<file path="config.mk">
export PLATFORM = sky130hd
export DESIGN_NAME = sn74ls107
export DESIGN_NICKNAME = d
export VERILOG_FILES = /design/src/rtl/sn74ls107_pkg.sv /design/src/rtl/sn74ls107_jk_ff.sv /design/src/rtl/sn74ls107.sv
export SDC_FILE = /design/constraint.sdc
export NUM_CORES = 1
export LEC_CHECK = 0
export CAP_MARGIN = 20
export CORE_AREA = 8 8 45 47
export CTS_CLUSTER_SIZE = 30
export DETAILED_ROUTE_END_ITERATION = 16
export DIE_AREA = 0 0 53 55
export PLACE_DENSITY = 0.39
export RECOVER_POWER = 25
export SETUP_SLACK_MARGIN = 0.05
export SLEW_MARGIN = 20
export SYNTH_ARGS = -nofsm -noshare
export SYNTH_HDL_FRONTEND = slang
export SYNTH_SLANG_ARGS = --single-unit
</file>
<file path="constraint.sdc">
create_clock -name CLK -period 0.8 [get_ports CLK]
set_input_delay 0.16 -clock CLK [delete_from_list [all_inputs] [get_ports CLK]]
set_output_delay 0.16 -clock CLK [all_outputs]
set_load 0.005 [all_outputs]
</file>
<file path="src/rtl/sn74ls107_pkg.sv">
// Shared definitions for the sn74ls107 dual JK flip-flop: J/K mode codes,
// the default clear value and the next-state rule.
package sn74ls107_pkg;

  localparam logic [1:0] JK_HOLD   = 2'b00;
  localparam logic [1:0] JK_RESET  = 2'b01;
  localparam logic [1:0] JK_SET    = 2'b10;
  localparam logic [1:0] JK_TOGGLE = 2'b11;

  localparam logic RESET_Q_DEFAULT = 1'b0;

  function automatic logic jk_next(input logic [1:0] mode, input logic q);
    logic nxt;
    nxt = q;
    case (mode)
      JK_HOLD:   nxt = q;
      JK_RESET:  nxt = 1'b0;
      JK_SET:    nxt = 1'b1;
      JK_TOGGLE: nxt = ~q;
      default:   nxt = q;
    endcase
    return nxt;
  endfunction

endpackage

</file>
<file path="src/rtl/sn74ls107_jk_ff.sv">
// Single JK flip-flop with synchronous active-low clear. Q and Q_bar are
// separate registers loaded from one next-state value, so they never disagree.
module jk_ff
  import sn74ls107_pkg::*;
#(
  parameter logic RESET_Q = RESET_Q_DEFAULT
) (
  input  logic CLK,
  input  logic CLR_bar,
  input  logic J,
  input  logic K,
  output logic Q,
  output logic Q_bar
);

  logic q_q;
  logic qb_q;
  logic q_d;

  always_comb begin
    q_d = jk_next({J, K}, q_q);
  end

  // Clear wins over any J/K mode on the same edge.
  always_ff @(posedge CLK) begin
    if (!CLR_bar) begin
      q_q  <= RESET_Q;
      qb_q <= ~RESET_Q;
    end else begin
      q_q  <= q_d;
      qb_q <= ~q_d;
    end
  end

  assign Q     = q_q;
  assign Q_bar = qb_q;

endmodule

</file>
<file path="src/rtl/sn74ls107.sv">
// Dual JK flip-flop with shared clock and synchronous clear (74LS107 model).
// Define SN74LS107_CHAN_CLR_EN to add per-flip-flop clears CLR_bar_1/CLR_bar_2.
module sn74ls107
  import sn74ls107_pkg::*;
#(
  parameter logic RESET_Q_1 = RESET_Q_DEFAULT,
  parameter logic RESET_Q_2 = RESET_Q_DEFAULT
) (
  input  logic CLK,
  input  logic CLR_bar,
`ifdef SN74LS107_CHAN_CLR_EN
  input  logic CLR_bar_1,
  input  logic CLR_bar_2,
`endif
  input  logic J_1,
  input  logic K_1,
  output logic Q_1,
  output logic Q_bar_1,
  input  logic J_2,
  input  logic K_2,
  output logic Q_2,
  output logic Q_bar_2
);

  logic clr1_n;
  logic clr2_n;

`ifdef SN74LS107_CHAN_CLR_EN
  assign clr1_n = CLR_bar & CLR_bar_1;
  assign clr2_n = CLR_bar & CLR_bar_2;
`else
  assign clr1_n = CLR_bar;
  assign clr2_n = CLR_bar;
`endif

  jk_ff #(.RESET_Q(RESET_Q_1)) u_ff1 (
    .CLK     (CLK),
    .CLR_bar (clr1_n),
    .J       (J_1),
    .K       (K_1),
    .Q       (Q_1),
    .Q_bar   (Q_bar_1)
  );

  jk_ff #(.RESET_Q(RESET_Q_2)) u_ff2 (
    .CLK     (CLK),
    .CLR_bar (clr2_n),
    .J       (J_2),
    .K       (K_2),
    .Q       (Q_2),
    .Q_bar   (Q_bar_2)
  );

endmodule

</file>
==> results of run 1 <==
-- metrics by stage --
step,instance area (um2),instances
final,270,40
after CTS,265,40
after detailed placement,248,37
after global placement,248,37
after global routing,270,40
after floorplan,123,10
-- how the worst min path moves through the flow --
stage             from          end  slack (ns)  depth (start not counted)
6_report       CLR_bar  u_ff1.Q_bar        0.54                          2
2_1_floorplan  CLR_bar  u_ff1.Q_bar        0.26                          1
5_1_grt            K_1  u_ff1.Q_bar        0.57                          3
3_5_place_dp   u_ff2.Q  u_ff2.Q_bar        0.55                          2
4_1_cts        CLR_bar  u_ff2.Q_bar        0.53                          2
3_3_place_gp   u_ff1.Q  u_ff1.Q_bar        0.55                          2
-- power by group through the flow --
stage	Combinational, mW	Sequential, mW	Clock (mW)
5_1_grt	0.0993	0.227	0.268
6_report	0.0891	0.226	0.243
4_1_cts	0.0872	0.226	0.259
3_3_place_gp	0.0932	0.226	0
2_1_floorplan	0.0143	0.231	0
3_5_place_dp	0.0932	0.226	0
-- registers in the layout, summed over array words and instances, names as in the netlist --
name         count
u_ff1.Q          1
u_ff1.Q_bar      1
u_ff2.Q_bar      1
u_ff2.Q          1
-- cells in the mapped netlist --
library cell  instances  area share [%]
o211a_1               2              16
o211ai_1              2              12
dfxtp_1               4              65
nand2_1               2             6.1
-- final cells by class --
class	instances	area [um2]	area share [%]
timing repair buffer	11	97.6	36.1
sequential	4	82.6	30.6
multi-input combinational	6	47.5	17.6
clock buffer	3	22.5	8.33
tap	16	20.0	7.41
-- layout by cell type, fill, tap and decap left out --
cell type,instances
clkdlybuf4s50_1,5
clkbuf_4,3
nand2_2,2
o211ai_1,2
o211a_1,2
buf_6,2
buf_2,2
buf_4,2
dfxtp_2,2
dfxtp_1,2
-- kinds of logic (layout without fill, tap and decap cells) --
family	Yosys count	count (layout)	synth area share [%]
AOI/OAI and AO/OA	4	4	28.6
DFF	4	4	65.3
and+or+nand+nor	2	2	6.12
buffers and inverters	0	14	0
-- routing by layer --
metal	vias to the layer above	GRT usage [%]	routed length [um]
met3	0	4.28	89
met2	11	2.93	121
met1	55	2.74	161
li1	67	-	-
met5	-	0	0
met4	0	3.88	0
-- repair_timing --
action,CTS,global route
gates resized for setup,20,2
pin swaps,0,0
endpoints found under the setup margin,4,8
==> metrics.md, run 1 <==
| Metric | Value |
|---|---|
| Final hold vios | `0` |
| Initial antenna violation count | `0` |
| Reg-to-reg startpoint | `u_ff1.Q` |
| Starting density of the core | `8.86%` |
| Reg-to-Reg End | `u_ff1.Q` |
| Tot GR Track Use | `3.17%` |
| Worst path bufs/invs | `1` |
| Utilization after layout | `19.5%` |
| Die H | `55 um` |
| CTS sink count | `4` |
| HP Class | `input port to flip-flop` |
| Switch Pwr | `0.111 mW` |
| Critical Path AT | `0.65 ns` |
| Slew Limit Headroom | `90.8%` |
| Sum Neg Setup Slack | `-0.0173 ns` |
| Final Wtd Congestion | `between 0.6 and 0.7` |
| Tcrit/Tclk final | `101%` |
| CP Depth | `1` |
| Vias in the first global route | `133` |
| Delay-heaviest family, CP | `flip-flops` |
| Fmax | `around 1200 MHz` |
| Post-Syn Area per Cell | `12.3 um2` |
| Worst reg2reg setup slack | `~0.05 ns` |
| Clk_lat worst skew | `0.23 ns` |
| Via-to-Cell Ratio | `between 3 and 4` |
| Outcome | `finished, violations left` |
| IO buf count | `9` |
| Final nets | `32` |
| Startpoint Class | `flip-flop` |
| First-pass GRT wire length | `about 550 um` |
| Failing checks | `setup timing` |
| Die width | `53 um` |
| Yosys cell types | `4` |
| Design Power | `0.558 mW` |
| Crit path launch | `u_ff1.Q` |
| CTS Hold Bufs | `0` |
| Largest net degree at the start of global routing | `5` |
| Leakage | `~0.12 nW` |
| Die Area | `2920 um2` |
| Drt pass-1 iters | `4` |
| Synth Cell Area | `123 um2` |
| Grt total ovfl | `0` |
| Worst vdd ir | `around 0.0004 V` |
| Unrepaired setup endpoints after global routing | `yes` |
| Max-Cap Viols | `0` |
| TritonCTS buffer count | `3` |
| Max incr delay on CP | `0.31 ns` |
| Num rows | `14` |
| CP Max Fanout | `2` |
| I/O pin cnt | `10` |
| Number of remaining DRC errors | `0` |
| Setup CP Type | `flip-flop to primary output` |
| CTS Buffer Depth | `2` |
| Clock skew | `0.0000296 ns` |
| Final worst slack | `-0.00938 ns` |
| Core area | `1380 um2` |
| CP Cell Sequence | `buf_6` |
| Fin crit period | `approximately 0.81 ns` |
| Logic pwr share | `16.0%` |
| TritonCTS clock tree | `done` |
| Wire length per cell | `approximately 9.3 um` |
| Synth Instances | `10` |
| Mapped Nets | `16` |
| Worst-margin pin slew | `roughly 0.14 ns` |
| Hold_ws | `roughly 0.54 ns` |
| Crit-path slowest cell | `dfxtp_2` |
| Routed wire length | `372 um` |
| Switching Fraction | `19.9%` |
| Final Slew Violations | `0` |
| Clock power share | `43.6%` |
| Power per cell area | `between 2000 and 2500 nW/um2` |
| Root Driver | `clkbuf_4` |
| Capturing element type of the critical path | `primary output` |
| Place WS | `-0.180 ns` |
| Fillers | `around 160` |
| Setup violators final | `2` |
| Reg2Reg Depth | `2` |
| # diodes | `0` |
| Fraction of layout cells with a size suffix above 1 | `between 50 and 60%` |
| Antenna viol nets, final | `0` |
| Register bit total from synthesis | `4` |
| Setup Fix Bufs, Post-CTS | `0` |
| Worst-path clk slew | `around 0.04 ns` |
| Ys Warns | `0` |
| Crit path to | `Q_1` |
| Synth-to-layout area growth | `120%` |
| Detailed Route Iter0 Violations | `4` |
| Post-synthesis sequential area ratio | `65.3%` |
| Reg power frac | `40.5%` |
| Via count | `~130` |
| H-Tree Depth | `1` |
| Cell-internal power | `0.447 mW` |
| CP required | `~0.64 ns` |
Power figures use the tool's default switching activity.
==> run 2, diff against run 1 <==
Settings changed: CTS_CLUSTER_DIAMETER set to 40.
==> results of run 2 <==
Same layout as run 1: the final DEF is identical, and so are final timing and power.
